$ cat config.mk
export PLATFORM = sky130hd
export DESIGN_NAME = fsm_door_ctrl_gen2_flat
export DESIGN_NICKNAME = d
export VERILOG_FILES = /design/src/rtl/fsm_door_ctrl_gen2_if.sv /design/src/rtl/fsm_door_ctrl_gen2.sv /design/src/flat_wrapper.sv
export SDC_FILE = /design/constraint.sdc
export NUM_CORES = 1
export LEC_CHECK = 0
export CAP_MARGIN = 0
export CORE_ASPECT_RATIO = 1.75
export CORE_MARGIN = 4
export CORE_UTILIZATION = 50
export CTS_CLUSTER_SIZE = 24
export DETAILED_ROUTE_END_ITERATION = 12
export HOLD_SLACK_MARGIN = 0.12
export MAX_ROUTING_LAYER = met4
export PLACE_DENSITY_LB_ADDON = 0.25
export SYNTH_ARGS = -nofsm -noshare
export SYNTH_HDL_FRONTEND = slang
export SYNTH_SLANG_ARGS = --single-unit
$ cat constraint.sdc
create_clock -name clk2m -period 2.6 [get_ports clk2m]
set_clock_uncertainty 0.1 [all_clocks]
set_input_delay 0.52 -clock clk2m [delete_from_list [all_inputs] [get_ports clk2m]]
set_output_delay 0.52 -clock clk2m [all_outputs]
set_load 0.02 [all_outputs]
$ cat src/rtl/fsm_door_ctrl_gen2_if.sv
`default_nettype none
// ==========================================================================
// fsm_door_ctrl_gen2_if : board-side keys/sensors and motor/lamp outputs
// Revision 1.0
// ==========================================================================
interface fsm_door_ctrl_gen2_if;
  logic       key_up;
  logic       key_down;
  logic       sense_up;
  logic       sense_down;
  logic       obstacle;
  logic       ml;
  logic       mr;
  logic       light_red;
  logic       light_green;
  logic       fault;
  logic [2:0] state_o;

  modport master (
    output key_up, key_down, sense_up, sense_down, obstacle,
    input  ml, mr, light_red, light_green, fault, state_o
  );

  modport slave (
    input  key_up, key_down, sense_up, sense_down, obstacle,
    output ml, mr, light_red, light_green, fault, state_o
  );
endinterface
`default_nettype wire

$ cat src/rtl/fsm_door_ctrl_gen2.sv
`default_nettype none
// ==========================================================================
// fsm_door_ctrl_gen2 : door motor controller with debounce, dead-time,
// travel timeout, auto-close and blinking lamps.  Revision 1.0
// ==========================================================================
module fsm_door_ctrl_gen2 #(
  parameter int DEBOUNCE_CYC       = 16,
  parameter int DEADTIME_CYC       = 2000,
  parameter int TRAVEL_TIMEOUT_CYC = 2000000,
  parameter int AUTOCLOSE_CYC      = 0,
  parameter int BLINK_HALF_CYC     = 500000
) (
  input wire logic            rst_n,
  input wire logic            clk2m,
  fsm_door_ctrl_gen2_if.slave bus
);
  localparam int c_max_ab   = (DEBOUNCE_CYC > DEADTIME_CYC) ? DEBOUNCE_CYC : DEADTIME_CYC;
  localparam int c_max_cd   = (TRAVEL_TIMEOUT_CYC > AUTOCLOSE_CYC) ? TRAVEL_TIMEOUT_CYC : AUTOCLOSE_CYC;
  localparam int c_max_abcd = (c_max_ab > c_max_cd) ? c_max_ab : c_max_cd;
  localparam int c_max      = (c_max_abcd > BLINK_HALF_CYC) ? c_max_abcd : BLINK_HALF_CYC;
  localparam int c_tw       = $clog2(c_max) + 1;
  localparam int c_dw       = $clog2(DEBOUNCE_CYC) + 1;
  localparam int c_bw       = $clog2(BLINK_HALF_CYC) + 1;

  localparam logic [c_tw-1:0] c_dead_last   = c_tw'(DEADTIME_CYC - 1);
  localparam logic [c_tw-1:0] c_travel_last = c_tw'(TRAVEL_TIMEOUT_CYC - 1);
  localparam logic [c_tw-1:0] c_auto_last   = c_tw'((AUTOCLOSE_CYC > 0) ? AUTOCLOSE_CYC - 1 : 0);
  localparam logic [c_dw-1:0] c_deb_last    = c_dw'(DEBOUNCE_CYC - 1);
  localparam logic [c_bw-1:0] c_blink_last  = c_bw'(BLINK_HALF_CYC - 1);

  typedef enum logic [2:0] {
    S_IDLE    = 3'd0,
    S_OPENING = 3'd1,
    S_CLOSING = 3'd2,
    S_OPENED  = 3'd3,
    S_CLOSED  = 3'd4,
    S_STOP    = 3'd5,
    S_FAULT   = 3'd6
  } state_t;

  state_t               state_q, state_d;
  logic [4:0]           sync1_q, sync2_q;
  logic [1:0]           deb_q, deb_d;
  logic [1:0]           evt_q, evt_d;
  logic [1:0][c_dw-1:0] cnt_q, cnt_d;
  logic [c_tw-1:0]      timer_q, timer_d;
  logic [c_bw-1:0]      blink_cnt_q, blink_cnt_d;
  logic                 phase_q, phase_d;
  logic                 target_q, target_d;
  logic                 ml_q, ml_d, mr_q, mr_d;
  logic                 red_q, red_d, green_q, green_d;
  logic                 fault_q, fault_d;

  logic [4:0] raw_in;
  logic       up_evt, down_evt, s_up, s_down, obs;

  assign raw_in   = {bus.obstacle, bus.sense_down, bus.sense_up, bus.key_down, bus.key_up};
  assign up_evt   = evt_q[0];
  assign down_evt = evt_q[1];
  assign s_up     = sync2_q[2];
  assign s_down   = sync2_q[3];
  assign obs      = sync2_q[4];

  // Debounced level flips on the DEBOUNCE_CYC-th consecutive differing cycle.
  always_comb begin
    deb_d = deb_q;
    cnt_d = cnt_q;
    for (int k = 0; k < 2; k++) begin
      if (sync2_q[k] != deb_q[k]) begin
        if (cnt_q[k] == c_deb_last) begin
          deb_d[k] = ~deb_q[k];
          cnt_d[k] = '0;
        end else begin
          cnt_d[k] = cnt_q[k] + c_dw'(1);
        end
      end else begin
        cnt_d[k] = '0;
      end
    end
    evt_d = deb_d & ~deb_q;
  end

  // target_q: 1 = resume OPENING after dead-time, 0 = resume CLOSING
  always_comb begin
    state_d  = state_q;
    target_d = target_q;
    if (state_q != S_FAULT && s_up && s_down) begin
      state_d = S_FAULT;
    end else begin
      case (state_q)
        S_IDLE: begin
          if (s_down)    state_d = S_CLOSED;
          else if (s_up) state_d = S_OPENED;
        end
        S_CLOSED: if (up_evt && !down_evt) state_d = S_OPENING;
        S_OPENED: begin
          if (down_evt && !up_evt) begin
            state_d = S_CLOSING;
          end else if (AUTOCLOSE_CYC > 0 && timer_q == c_auto_last && !obs && !up_evt) begin
            state_d = S_CLOSING;
          end
        end
        S_OPENING: begin
          if (s_up) begin
            state_d = S_OPENED;
          end else if (timer_q == c_travel_last) begin
            state_d = S_FAULT;
          end else if (down_evt) begin
            state_d  = S_STOP;
            target_d = 1'b0;
          end
        end
        S_CLOSING: begin
          if (s_down) begin
            state_d = S_CLOSED;
          end else if (timer_q == c_travel_last) begin
            state_d = S_FAULT;
          end else if (obs || up_evt) begin
            state_d  = S_STOP;
            target_d = 1'b1;
          end
        end
        S_STOP: begin
          if (timer_q == c_dead_last) begin
            state_d = (target_q || obs) ? S_OPENING : S_CLOSING;
          end
        end
        S_FAULT: state_d = S_FAULT;
        default: state_d = S_IDLE;
      endcase
    end
  end

  always_comb begin
    if (state_d != state_q) begin
      timer_d = '0;
    end else if (state_q == S_OPENED && (up_evt || down_evt || obs)) begin
      timer_d = '0;
    end else if (timer_q == {c_tw{1'b1}}) begin
      timer_d = timer_q;
    end else begin
      timer_d = timer_q + c_tw'(1);
    end

    // Phase restarts on every state change so a blinking lamp starts dark.
    blink_cnt_d = blink_cnt_q + c_bw'(1);
    phase_d     = phase_q;
    if (state_d != state_q) begin
      blink_cnt_d = '0;
      phase_d     = 1'b0;
    end else if (blink_cnt_q == c_blink_last) begin
      blink_cnt_d = '0;
      phase_d     = ~phase_q;
    end

    ml_d    = (state_d == S_CLOSING);
    mr_d    = (state_d == S_OPENING);
    fault_d = (state_d == S_FAULT);
    case (state_d)
      S_OPENED:                   begin red_d = 1'b0;    green_d = 1'b1;    end
      S_OPENING, S_CLOSING, S_STOP: begin red_d = phase_d; green_d = 1'b0;    end
      S_FAULT:                    begin red_d = phase_d; green_d = phase_d; end
      default:                    begin red_d = 1'b1;    green_d = 1'b0;    end
    endcase
  end

  always_ff @(posedge clk2m or negedge rst_n) begin
    if (!rst_n) begin
      state_q     <= S_IDLE;
      sync1_q     <= '0;
      sync2_q     <= '0;
      deb_q       <= '0;
      evt_q       <= '0;
      cnt_q       <= '0;
      timer_q     <= '0;
      blink_cnt_q <= '0;
      phase_q     <= 1'b0;
      target_q    <= 1'b0;
      ml_q        <= 1'b0;
      mr_q        <= 1'b0;
      red_q       <= 1'b1;
      green_q     <= 1'b0;
      fault_q     <= 1'b0;
    end else begin
      state_q     <= state_d;
      sync1_q     <= raw_in;
      sync2_q     <= sync1_q;
      deb_q       <= deb_d;
      evt_q       <= evt_d;
      cnt_q       <= cnt_d;
      timer_q     <= timer_d;
      blink_cnt_q <= blink_cnt_d;
      phase_q     <= phase_d;
      target_q    <= target_d;
      ml_q        <= ml_d;
      mr_q        <= mr_d;
      red_q       <= red_d;
      green_q     <= green_d;
      fault_q     <= fault_d;
    end
  end

  assign bus.ml          = ml_q;
  assign bus.mr          = mr_q;
  assign bus.light_red   = red_q;
  assign bus.light_green = green_q;
  assign bus.fault       = fault_q;
  assign bus.state_o     = state_q;
endmodule
`default_nettype wire
$ cat src/flat_wrapper.sv
// flat-port wrapper written by rule: the top's interface ports become plain ports
module fsm_door_ctrl_gen2_flat 
#(
  parameter int DEBOUNCE_CYC       = 16,
  parameter int DEADTIME_CYC       = 2000,
  parameter int TRAVEL_TIMEOUT_CYC = 2000000,
  parameter int AUTOCLOSE_CYC      = 0,
  parameter int BLINK_HALF_CYC     = 500000
)
  (rst_n, clk2m, bus_key_up, bus_key_down, bus_sense_up, bus_sense_down, bus_obstacle, bus_ml, bus_mr, bus_light_red, bus_light_green, bus_fault, bus_state_o);
  fsm_door_ctrl_gen2_if bus_i ();
  input wire logic rst_n;
  input wire logic clk2m;
  input wire logic [$bits(bus_i.key_up)-1:0] bus_key_up;
  input wire logic [$bits(bus_i.key_down)-1:0] bus_key_down;
  input wire logic [$bits(bus_i.sense_up)-1:0] bus_sense_up;
  input wire logic [$bits(bus_i.sense_down)-1:0] bus_sense_down;
  input wire logic [$bits(bus_i.obstacle)-1:0] bus_obstacle;
  output wire logic [$bits(bus_i.ml)-1:0] bus_ml;
  output wire logic [$bits(bus_i.mr)-1:0] bus_mr;
  output wire logic [$bits(bus_i.light_red)-1:0] bus_light_red;
  output wire logic [$bits(bus_i.light_green)-1:0] bus_light_green;
  output wire logic [$bits(bus_i.fault)-1:0] bus_fault;
  output wire logic [$bits(bus_i.state_o)-1:0] bus_state_o;
  assign bus_i.key_up = bus_key_up;
  assign bus_i.key_down = bus_key_down;
  assign bus_i.sense_up = bus_sense_up;
  assign bus_i.sense_down = bus_sense_down;
  assign bus_i.obstacle = bus_obstacle;
  assign bus_ml = bus_i.ml;
  assign bus_mr = bus_i.mr;
  assign bus_light_red = bus_i.light_red;
  assign bus_light_green = bus_i.light_green;
  assign bus_fault = bus_i.fault;
  assign bus_state_o = bus_i.state_o;
  fsm_door_ctrl_gen2 #(.DEBOUNCE_CYC(DEBOUNCE_CYC), .DEADTIME_CYC(DEADTIME_CYC), .TRAVEL_TIMEOUT_CYC(TRAVEL_TIMEOUT_CYC), .AUTOCLOSE_CYC(AUTOCLOSE_CYC), .BLINK_HALF_CYC(BLINK_HALF_CYC)) u_core (.rst_n(rst_n), .clk2m(clk2m), .bus(bus_i));
endmodule
Word level (Yosys, flattened, before mapping)
Index checks and enable logic that the tools add are counted.

$lt $le $gt $ge: 0. Reductions and logical operators: 15. Bitwise logic cells: 6. Add/subtract/negate cells: 4. Equality and inequality tests: 28. Multipliers: 0. Shifts and indexed selects: 0. Mux-type cells: 38. Divide/modulo/power cells: 0.

Operators with widths (count): $mux W22 (3); $mux W20 (2); $mux W3 (12); $add A22 B1 Y22 const B (1); $eq A22 B11 Y1 const B (1); $eq A22 B21 Y1 const B (1); $eq A22 B22 Y1 const B (1); $pmux W3 S7 (1); $add A20 B1 Y20 const B (1); $eq A20 B19 Y1 const B (1); $mux W5 (4); $eq A3 B3 Y1 const B (5); $eq A3 B2 Y1 const B (4); $mux W1 (12); $add A5 B1 Y5 const B (2); $eq A5 B4 Y1 const B (2); $ne A2 B2 Y1 const B (4); $reduce_and A8 Y1 (1); $eq A3 B1 Y1 const B (2); $pmux W1 S2 (3); $logic_and A1 B1 Y1 (5); $logic_or A1 B1 Y1 (4); $ne A2 B1 Y1 const B (2); $not A1 Y1 (4); other kinds (11) (13).

Register bits after elaboration: 76. Latch bits: 0. Word-level logic and storage cells: 107. Memory bits (read-only): 0. Input bits: 7. Output and inout bits: 8. Memories kept: 0. RAM bits: 0.

Logic depth before layout (Yosys ltp)
Gate-level depths: netlist of run 1.

Depth in word-level cells: 9. Gate-level depth with buffers: 10. Depth with buffers taken out: 10.

Least setup slack after synthesis of run 1
No wires, ideal clock.

Kind: reg2reg. Start: register u_core.timer_q[0]. End: register u_core.red_q, in the netlist u_core.bus.light_red. Arrival time: 2263 ps. Data required time: 2425 ps. Clock period less this slack: 2437 ps. Cell stages (with the launch flop): 11. Library setup time: 75 ps. Path buffers: 0. Path slack: 163 ps. Cells stage by stage: dfrtp_1 -> ha_1 -> and3_1 -> nand3_2 -> nor2_1 -> or4_1 -> nand2_1 -> o21ai_0 -> ha_1 -> o21bai_1 -> o2bb2ai_1.

Cells in the longest elaborated chain, start to end: 8. Elaborated cells between the ends (all ways): 18. Classes of those cells: eq/ne: 8; mux: 9; reduce/logical: 1.

Ends and longest elaborated chain: start, declared (line fsm_door_ctrl_gen2.sv:46) `logic [c_tw-1:0] timer_q, timer_d;`; start signal, assigned (line fsm_door_ctrl_gen2.sv:191) `timer_q <= timer_d;`; $eq A22 B21 Y1 (line fsm_door_ctrl_gen2.sv:106, fsm_door_ctrl_gen2.sv:116); $mux W3, on equally long branches (line fsm_door_ctrl_gen2.sv:116, fsm_door_ctrl_gen2.sv:106); $mux W3, on equally long branches (line fsm_door_ctrl_gen2.sv:114, fsm_door_ctrl_gen2.sv:104); $pmux W3 S7 * (line fsm_door_ctrl_gen2.sv:90) `case (state_q)`; $mux W3 * (line fsm_door_ctrl_gen2.sv:87) `if (state_q != S_FAULT && s_up && s_down) begin`; $eq A3 B3 Y1, or another cell as far along (line fsm_door_ctrl_gen2.sv:159) `case (state_d)`; $reduce_or A4 Y1 (no source line) or $mux W1 (tied branches); $pmux W1 S2 * (line fsm_door_ctrl_gen2.sv:159); named net u_core.red_d (line fsm_door_ctrl_gen2.sv:51) `logic red_q, red_d, green_q, green_d;`; end signal, assigned (line fsm_door_ctrl_gen2.sv:197) `red_q <= red_d;`; end, declared (line fsm_door_ctrl_gen2.sv:51).

The timed path passes the listed nets; every way through them passes the cells marked *. A chain may end at the register's enable or synchronous reset.

Worst setup path in the final report of run 1
Start: register u_core.timer_q[1]. End: register u_core.red_q, in the netlist u_core.bus.light_red.

The elaborated chain is that of the path after synthesis.

==> results of run 1 <==
==> path summary, 6_finish.rpt <==
check                      slack (ns)  cells past startpoint                    to              start
hold / removal                   0.25                      0     u_core.sync2_q[4]  u_core.sync1_q[4]
max in group asynchronous        1.40                      3  u_core.bus.light_red              rst_n
setup / recovery                 0.15                     10  u_core.bus.light_red  u_core.timer_q[1]
setup reg to reg                 0.15                     10  u_core.bus.light_red  u_core.timer_q[1]
hold reg to reg                  0.25                      0     u_core.sync2_q[4]  u_core.sync1_q[4]
min in group asynchronous        0.62                      3     u_core.timer_q[5]              rst_n
==> Yosys cell counts (3+ instances only) <==
library cell / instances / share of area
and3_1: 8 / 0.012
nor2b_1: 5 / 0.0077
inv_1: 9 / 0.0083
nor4_4: 3 / 0.016
a21oi_1: 4 / 0.0049
nor3_1: 10 / 0.012
nor3b_1: 5 / 0.0093
nor4_1: 6 / 0.0093
nor4b_1: 5 / 0.011
nor3_2: 20 / 0.049
dfrtp_1: 75 / 0.46
ha_1: 7 / 0.022
nand2b_1: 4 / 0.0062
buf_2: 3 / 0.0037
nand4_1: 16 / 0.025
nand2_1: 34 / 0.032
nor2_1: 37 / 0.034
nor3b_2: 3 / 0.0093
xnor2_1: 26 / 0.056
o21ai_0: 9 / 0.011
nand3_1: 19 / 0.023
xor2_1: 15 / 0.032
a31oi_1: 4 / 0.0062
clkbuf_1: 5 / 0.0046
o21bai_1: 3 / 0.0056
buf_6: 3 / 0.0083
==> per-stage QoR <==
step / utilization / power [uW] / setup WS [ns] / instance area, sq um
after detailed placement: 0.5537 / 1962 / 0.05732 / 4379
after CTS: 0.5936 / 3242 / 0.03878 / 4695
after floorplan: - / 1801 / 0.1628 / 4048
after global routing: 0.6013 / 3404 / -0.02862 / 4756
final: 0.6013 / 3240 / 0.1466 / 4756
after global placement: 0.5537 / 1939 / 0.1127 / 4379
==> layout make-up <==
class | instances | area, sq um | area share
Inverter | 9 | 33.78 | 0.007103
Clock buffer | 13 | 260.3 | 0.05472
Tap cell | 90 | 112.6 | 0.02368
Sequential cell | 76 | 1904 | 0.4004
Clock inverter | 3 | 45.04 | 0.009471
Timing Repair Buffer | 34 | 327.8 | 0.06893
Multi-Input combinational cell | 290 | 2072 | 0.4357
==> placed cells by master (no fill, tap or decap), types with 7 or more instances in the layout <==
cell             Yosys  routed
nor3_2              20      21
nand4_1             16      16
nand3_1             19      19
xor2_1              15      15
nor3_1              10       9
clkdlybuf4s50_1      0      13
dfrtp_1             75      74
nor2_1              37      37
o21ai_0              9       9
and3_1               8       7
ha_1                 7       7
nand2_1             34      34
inv_1                9       9
xnor2_1             26      26
buf_4                0      17
clkbuf_16            0       9
==> worst max-delay path, stage by stage (launching register included) <==
cell and delay (ns):
dfrtp_1 0.41, ha_1 0.22, and3_4 0.21, nand3_2 0.06, nor2_1 0.06, or4_1 0.50
nand2_1 0.11, o21ai_0 0.10, ha_1 0.31, o21bai_1 0.16, o2bb2ai_1 0.14
==> cells by family after synthesis <==
| logic type | count (synthesis) |
|---|---|
| multiplexers | 3 |
| AND/OR/NAND/NOR | 195 |
| XOR/XNOR | 41 |
| buffers and inverters | 22 |
| AO/OA/AOI/OAI | 44 |
| flip-flops | 76 |
| adder cells (fa/ha/maj) | 7 |
==> sequential cells by signal (all words and copies together), names as in the netlist, 2 cells and up <==
signal              count
u_core.sync2_q          5
u_core.sync1_q          5
u_core.deb_q            2
u_core.bus.state_o      3
u_core.cnt_q           10
u_core.evt_q            2
u_core.timer_q         22
u_core.blink_cnt_q     20
==> what timing repair did <==
action | in CTS | in global routing
gates resized for setup | 0 | 8
buffers inserted | 0 | 3
hold endpoints to repair | 21 | 0
hold buffers | 1 | 0
setup endpoints to repair | 0 | 42
==> report_power, final <==
group | switching, uW | internal, uW | leakage (uW)
logic | 252 | 257 | 0.000974
registers | 150 | 1320 | 0.000988
clock network | 464 | 796 | 0.000142
total | 866 | 2370 | 0.00210
==> metal layers <==
layer	vias to the layer above	part of all wire	global-route usage
met1	1493	0.39	0.2011
met4	0	0.039	0.1101
met3	21	0.026	0.03526
met2	42	0.55	0.3404
li1	1455	-	-
met5	-	0	-
==> flow_summary_export.csv, run 1 <==
group,metric,value,unit
synthesis,synth-simple-area-share,0.2992,
synthesis,synth_warnings,0,
drt,wire_per_inst,16.48,microns
placement,place.gp.congestion,0.8865,
die,io_pins,15,
worst_setup_path,cp_max_fo,4,
global_route,grt_pass1_wl,14800,microns
die,rows,43,
final_layout,fillCellCount,659,
global_route,first_global_vias,3246,
clock_tree,clockBufferDepth,2,
worst_setup_path,critPathRequiredTime,2.76,ns
clock_tree,cts_sinks,76,
synthesis,synthCells,388,
drt,drt-pass1-iter-count,4,
drt,num_vias,3011,
die,die_x,76.02,microns
final_layout,final-instance-count-excl-fill,515,
synthesis,seq_area_frac_synth,0.4702,
hold_path,hold_class,"reg2reg",
final_layout,syn_to_final_growth,17.50,%
die,coreArea,7909,sq um
clock_tree,cts_tree,"built",
drt,drc_errors,0,
sta,finalSetupViolCount,0,
synthesis,synth_enable_flop_cells,0,
final_layout,nets,434,
sta,fmax,407.6,MHz
drt,detail-route-antenna-nets,0,
synthesis,synth.distinct_cells,67,
worst_setup_path,cp-end-kind,"flop",
die,design.die.area,9656,sq um
sta,hold_violations,0,
synthesis,synth_xor_area_frac,0.08872,
synthesis,synth.mux.area_fraction,0.007728,
drt,viasPerCell,5.847,
synthesis,ys.flop_type,"dfrtp_1",
sta,whs,0.2469,ns
drt,dr.first_iter.drc_count,109,
global_route,antenna_found_initial,0,
sta,setup_tns,0,ns
clock_tree,htreeDepth,3,
worst_setup_path,crit_arrival,2.61,ns
outcome,outcome,"finished, final reports clean",
drt,wl,8487,microns
die,start_util,0.5118,
synthesis,async_reset_ff_frac,1.000,
placement,port_buffers,14,
sta,worst-slew-pin-transition,0.6382,ns
global_route,globalRouteTotalUtil,0.1940,
sta,rsz0062_at_grt,"yes",
global_route,grt_max_degree,77,
worst_setup_path,crit_type,"reg2reg",
final_layout,layout-drive-gt1-share,0.1882,
clock_tree,cts_buffers,9,
worst_setup_path,cp-start-kind,"flop",
clock_tree,clkTransAtPathRegs,0.06,ns
power_and_ir_drop,p_per_area,681.2,nW/um^2
sta,fin_crit,2.453,ns
run,drv_cap,0,
sta,slew_headroom,0.5706,
final_layout,n_antenna_cell,0,
synthesis,synth_area,4048,sq um
synthesis,synth_nets,402,
clock_tree,root_buffer,"clkbuf_16",
placement,dpl.hpwl,5997,microns
clock_tree,worst_skew_pair.late_latency,0.34,ns
sta,fin_crit_sh,0.9436,
synthesis,synth_top_family_by_area,"simple AND/OR/NAND/NOR gates",
power_and_ir_drop,power_leakage,0.002105,uW
synthesis,yosys_register_bits,76,
sta,drv_slew,0,
power_and_ir_drop,peakVddDrop,563.6,uV
global_route,grt_overflow,0,
synthesis,synth_compound_area_frac,0.08532,
die,die_y,127.0,microns
synthesis,synthAdderAreaFrac,0.02164,
synthesis,syn_avg_cell_area,10.43,sq um
placement,dpl.cell_count,495,
Note: power is estimated with default switching activity, not from simulation.
==> inputs of run 2 (changes only) <==
CORE_UTILIZATION = 45   (was 50)
==> run 2 against run 1 <==
Against the previous run:
- die area grew 10%
- sequential cell count is the same
- register-to-register slack is essentially flat
- via count shrank 1.5%
- setup slack lost 0.0035 ns
- design area shrank 0.26%
- sequential power is essentially flat
- wire length grew 0.85%
- largest power group unchanged
==> flow_summary_export.csv, run 2 (same netlist as run 1, synthesis figures left out) <==
group,metric,value,unit
sta,slew_headroom,0.5883,
die,io_pins,15,
final_layout,fin_util,0.5435,
hold_path,min-delay-start,"u_core.sync1_q[0]",
placement,dpl_cell_area,4393,sq um
final_layout,fillCellCount,796,
worst_setup_path,cp_max_fo,12,
run,drv_cap,0,
die,start_util,0.4638,
clock_tree,worst_skew_pair.late_latency,0.34,ns
clock_tree,root_buffer,"clkbuf_16",
sta,drv_slew,0,
sta,setup_tns,0,ns
clock_tree,cts_sinks,76,
drt,dr.first_iter.drc_count,181,
worst_setup_path,cp-start-kind,"flop",
worst_setup_path,crit_path_cell_trace,"nor4_4 > nand3_4 > buf_4 > nor4_4 > o31a_2 > o211ai_4 > buf_4 > nor4_1",
final_layout,mostFrequentLayoutCell,"dfrtp_1",
drt,drt-pass1-iter-count,4,
worst_setup_path,cp-end-kind,"flop",
drt,num_vias,2967,
placement,place_ws,0.07599,ns
worst_setup_path,startpoint,"u_core.timer_q[11]",
placement,port_buffers,14,
sta,fmax,407.0,MHz
final_layout,top_register,"u_core.timer_q",
drt,wl,8559,microns
power_and_ir_drop,power_leakage,0.002080,uW
global_route,globalRouteTotalUtil,0.1885,
worst_setup_path,cpPeakStageDelay,0.40,ns
drt,drc_errors,0,
worst_setup_path,r2r_start,"u_core.timer_q[11]",
clock_tree,clockBufferDepth,2,
final_layout,n_antenna_cell,0,
worst_setup_path,crit_arrival,2.60,ns
worst_setup_path,critPathRequiredTime,2.74,ns
sta,fin_crit_sh,0.9450,
sta,fin_crit,2.457,ns
placement,dpl.hpwl,6109,microns
die,rows,45,
die,die_y,133.5,microns
global_route,grt_pass1_wl,15110,microns
global_route,antenna_found_initial,0,
clock_tree,clkTransAtPathRegs,0.06,ns
sta,hold_violations,0,
final_layout,nets,431,
drt,detail-route-antenna-nets,0,
final_layout,top_regs,"u_core.timer_q: 22 flops, u_core.blink_cnt_q: 20 flops, u_core.cnt_q: 10 flops",
sta,rsz0062_at_grt,"yes",
die,die_x,79.69,microns
final_layout,multi_input_area,2062,sq um
sta,timing.final.ws_setup,0.1431,ns
final_layout,layout_common_cells,"dfrtp_1, nor2_1, nand2_1, xnor2_1, nor3_2",
die,design.die.area,10640,sq um
power_and_ir_drop,peakVddDrop,580.6,uV
sta,worst-slew-pin-transition,0.6119,ns
drt,viasPerCell,5.505,
clock_tree,cts_buffers,9,
placement,place.gp.congestion,0.9636,
outcome,outcome,"finished, final reports clean",
final_layout,syn_to_final_growth,17.19,%
global_route,first_global_vias,3071,
die,coreArea,8727,sq um
final_layout,finish.instance_area,4743,sq um
final_layout,layout-drive-gt1-share,0.1825,
sta,whs,0.2498,ns
clock_tree,htreeDepth,3,
final_layout,regArea,1904,sq um
clock_tree,cts_tree,"built",
worst_setup_path,crit_type,"reg2reg",
sta,finalSetupViolCount,0,
drt,wire_per_inst,15.88,microns
hold_path,hold_class,"reg2reg",
global_route,grt_max_degree,43,
final_layout,largest_register_ffs,22,
global_route,grt_overflow,0,
power_and_ir_drop,p_per_area,676.8,nW/um^2
worst_setup_path,slowest_stage,"dfrtp_1",
[run 2: cell count changes in the layout (fill, tap and decap cells not counted), sizes merged]
cell      previous run  this run
buf                 20        17
clkbuf              13        12
clkinv               0         2
clkinvlp             2         1
[run 2: worst paths after layout]
path                                   endpoint  slack, ns  cells past startpoint
max                          u_core.timer_q[21]       0.14                      8
min                           u_core.sync2_q[0]       0.25                      0
max reg2reg                  u_core.timer_q[21]       0.14                      8
min reg2reg                   u_core.sync2_q[0]       0.25                      0
max in group asynchronous  u_core.bus.light_red       1.13                      3
min in group asynchronous     u_core.timer_q[4]       0.62                      2
[run 2: repair_timing]
item | CTS | global route
resized for setup | 0 | 7
endpoints found under the setup margin | 0 | 4
hold buffers | 1 | 0
hold endpoints to repair | 41 | 0
setup buffers | 0 | 1
[run 2: report_power, final]
group	switching, uW	internal (uW)
Sequential	149	1320
Combinational	245	236
Clock	468	792
[run 2: cell type report]
| class | count | area share |
|---|---|---|
| inverter | 9 | 0.007122 |
| tap | 117 | 0.03086 |
| clock buffer | 12 | 0.05408 |
| clock inverter | 4 | 0.01002 |
| multi-input combinational | 290 | 0.4347 |
| timing repair buffer | 31 | 0.06173 |
| sequential | 76 | 0.4015 |
[run 2: per-layer routing]
layer / wire, microns / global-route usage / part of all wire / vias to the layer above
li1: - / - / - / 1453
met1: 3391 / 0.2106 / 0.40 / 1457
met2: 4735 / 0.3167 / 0.55 / 44
met3: 197 / 0.04533 / 0.023 / 13
met4: 235 / 0.07935 / 0.027 / 0
met5: 0 / - / 0 / -
[run 2: critical path, delay by kind of cell, from the launching register on]
| family | cells | cell delay (ns) |
|---|---|---|
| compound gates | 2 | 0.37 |
| flops | 1 | 0.40 |
| buf+inv | 2 | 0.38 |
| simple gates | 4 | 1.10 |
[run 2: through the flow]
| stage | total power [uW] | instances |
|---|---|---|
| after floorplan | 1801 | 388 |
| after global placement | 1932 | 521 |
| after detailed placement | 1957 | 521 |
| after CTS | 3251 | 538 |
| after global routing | 3398 | 539 |
| final | 3210 | 539 |
==> inputs of run 3 (changes only) <==
CTS_BUF_LIST = sky130_fd_sc_hd__clkbuf_16   (was unset)
CTS_CLUSTER_SIZE = 30   (was 24)
PLACE_DENSITY = 0.67   (was unset)
PLACE_DENSITY_LB_ADDON = unset   (was 0.25)
==> run 3 against run 2 <==
Against the previous run:
- via count decreased by 0.54%
- critical path depth up 2
- die area unchanged
- first-iteration DRC count fell by 19%
- design area down 0.71%
- global-route usage is 1.3 points lower
- hold slack worse by 0.0032 ns
- total power is 6.0% lower
- register-to-register slack is essentially flat
- core utilization decreased by 0.39 points
- critical endpoint is now u_core.bus.light_red
- largest cell class unchanged
- highest routed layer unchanged
==> flow_summary_export.csv, run 3 (same netlist as run 1, synthesis figures left out) <==
group,metric,value,unit
sta,worst-slew-pin-transition,0.6096,ns
final_layout,nets,433,
worst_setup_path,critPathRequiredTime,2.76,ns
die,die_y,133.5,microns
worst_setup_path,crit_path_cell_trace,"ha_1 > and3_1 > nand3_2 > nor2_1 > or4_1 > nand2_1 > o21ai_1 > ha_1 > o21bai_1 > o2bb2ai_1",
placement,dpl.hpwl,6033,microns
clock_tree,clockBufferDepth,2,
final_layout,mostFrequentLayoutCell,"dfrtp_1",
final_layout,top_regs,"u_core.timer_q: 22 flops, u_core.blink_cnt_q: 20 flops, u_core.cnt_q: 10 flops",
sta,rsz0062_at_grt,"no",
drt,wl,8293,microns
die,rows,45,
final_layout,fillCellCount,764,
run,drv_cap,0,
clock_tree,clkTransAtPathRegs,0.06,ns
global_route,grt_overflow,0,
worst_setup_path,cp-end-kind,"flop",
final_layout,layout-drive-gt1-share,0.1749,
die,coreArea,8727,sq um
drt,dr.first_iter.drc_count,146,
clock_tree,cts_tree,"built",
global_route,antenna_found_initial,0,
clock_tree,cts_buffers,9,
power_and_ir_drop,peakVddDrop,516.1,uV
drt,detail-route-antenna-nets,0,
final_layout,syn_to_final_growth,16.35,%
power_and_ir_drop,p_per_area,640.9,nW/um^2
worst_setup_path,crit_top_cell,"ha_1",
drt,wire_per_inst,15.36,microns
sta,setup_tns,0,ns
die,io_pins,15,
worst_setup_path,crit_arrival,2.62,ns
die,die_x,79.69,microns
sta,finalSetupViolCount,0,
global_route,first_global_vias,3037,
final_layout,largest_register_ffs,22,
placement,port_buffers,14,
final_layout,n_antenna_cell,0,
worst_setup_path,crit_type,"reg2reg",
die,start_util,0.4638,
sta,fin_crit,2.454,ns
outcome,outcome,"finished, final reports clean",
worst_setup_path,cp_max_fo,3,
drt,viasPerCell,5.465,
sta,hold_violations,0,
sta,slew_headroom,0.5899,
clock_tree,root_buffer,"clkbuf_16",
worst_setup_path,cpPeakStageDelay,0.50,ns
clock_tree,worst_skew_pair.late_latency,0.33,ns
power_and_ir_drop,power_leakage,0.002080,uW
drt,drt-pass1-iter-count,4,
sta,fin_crit_sh,0.9437,
drt,num_vias,2951,
drt,drc_errors,0,
sta,fmax,407.6,MHz
final_layout,top_register,"u_core.timer_q",
global_route,globalRouteTotalUtil,0.1753,
sta,drv_slew,0,
global_route,grt_pass1_wl,14120,microns
worst_setup_path,cp-start-kind,"flop",
worst_setup_path,slowest_stage,"or4_1",
clock_tree,cts_sinks,76,
sta,whs,0.2466,ns
die,design.die.area,10640,sq um
final_layout,layout_common_cells,"dfrtp_1, nor2_1, nand2_1, xnor2_1, nor3_2",
global_route,grt_max_degree,43,
clock_tree,htreeDepth,3,
placement,place.gp.congestion,0.9232,
hold_path,hold_class,"reg2reg",
-- run 3: cell count changes in the layout (fill, tap and decap cells not counted), sizes merged --
| cell | before | now |
|---|---|---|
| clkinvlp | 1 | 0 |
| buf | 17 | 19 |
| bufinv | 1 | 0 |
| inv | 9 | 11 |
| clkbuf | 12 | 9 |
| clkinv | 2 | 4 |
-- run 3: final timing paths --
check | to | slack (ns) | start | cells past startpoint
worst max-delay path | u_core.bus.light_red | 0.15 | u_core.timer_q[0] | 10
worst min-delay path | u_core.sync2_q[4] | 0.25 | u_core.sync1_q[4] | 0
worst max register to register | u_core.bus.light_red | 0.15 | u_core.timer_q[0] | 10
worst min register to register | u_core.sync2_q[4] | 0.25 | u_core.sync1_q[4] | 0
max in group asynchronous | u_core.blink_cnt_q[16] | 1.24 | rst_n | 3
min in group asynchronous | u_core.bus.light_green | 0.58 | rst_n | 2
-- run 3: metrics by stage --
stage	cells	area (sq um)	total power (uW)	setup WS, ns	utilization
5_1_grt	540	4710	3191	0.01532	0.5396
3_5_place_dp	523	4408	1962	0.1285	0.5051
2_1_floorplan	388	4048	1801	0.1628	-
4_1_cts	539	4668	3053	0.08980	0.5349
6_report	540	4710	3018	0.1464	0.5396
3_3_place_gp	523	4408	1940	0.1827	0.5051
-- run 3: layout make-up --
class                           instances  area (sq um)  share of cell area
Timing Repair Buffer                   33         307.8             0.06536
Inverter                                9         33.78            0.007173
Clock buffer                            9         225.2             0.04782
Tap cell                              117         146.4             0.03108
Multi-Input combinational cell        290          2068              0.4392
Clock inverter                          6         25.02            0.005313
Sequential cell                        76          1903              0.4041
-- run 3: routing by layer --
metal / track usage / part of all wire
met1: 0.1938 / 0.40
met2: 0.2995 / 0.55
met5: - / 0
met4: 0.07553 / 0.026
met3: 0.03654 / 0.021
-- run 3: timing repair --
| item | 4_1_cts | 5_1_grt |
|---|---|---|
| gates resized for setup | 0 | 6 |
| hold endpoints to repair | 33 | 0 |
| buffers inserted | 0 | 1 |
| setup endpoints to repair | 0 | 2 |
| hold buffers | 1 | 0 |
-- run 3: critical path: cells and delay by family (launching register included) --
| family | cells | cell delay (ns) |
|---|---|---|
| simple gates | 5 | 1.01 |
| flops | 1 | 0.38 |
| compound gates | 3 | 0.37 |
| fa+ha+maj | 2 | 0.54 |
-- run 3: where the power goes --
part	switching [uW]	internal (uW)
clock network	446	622
logic	239	241
registers	149	1320
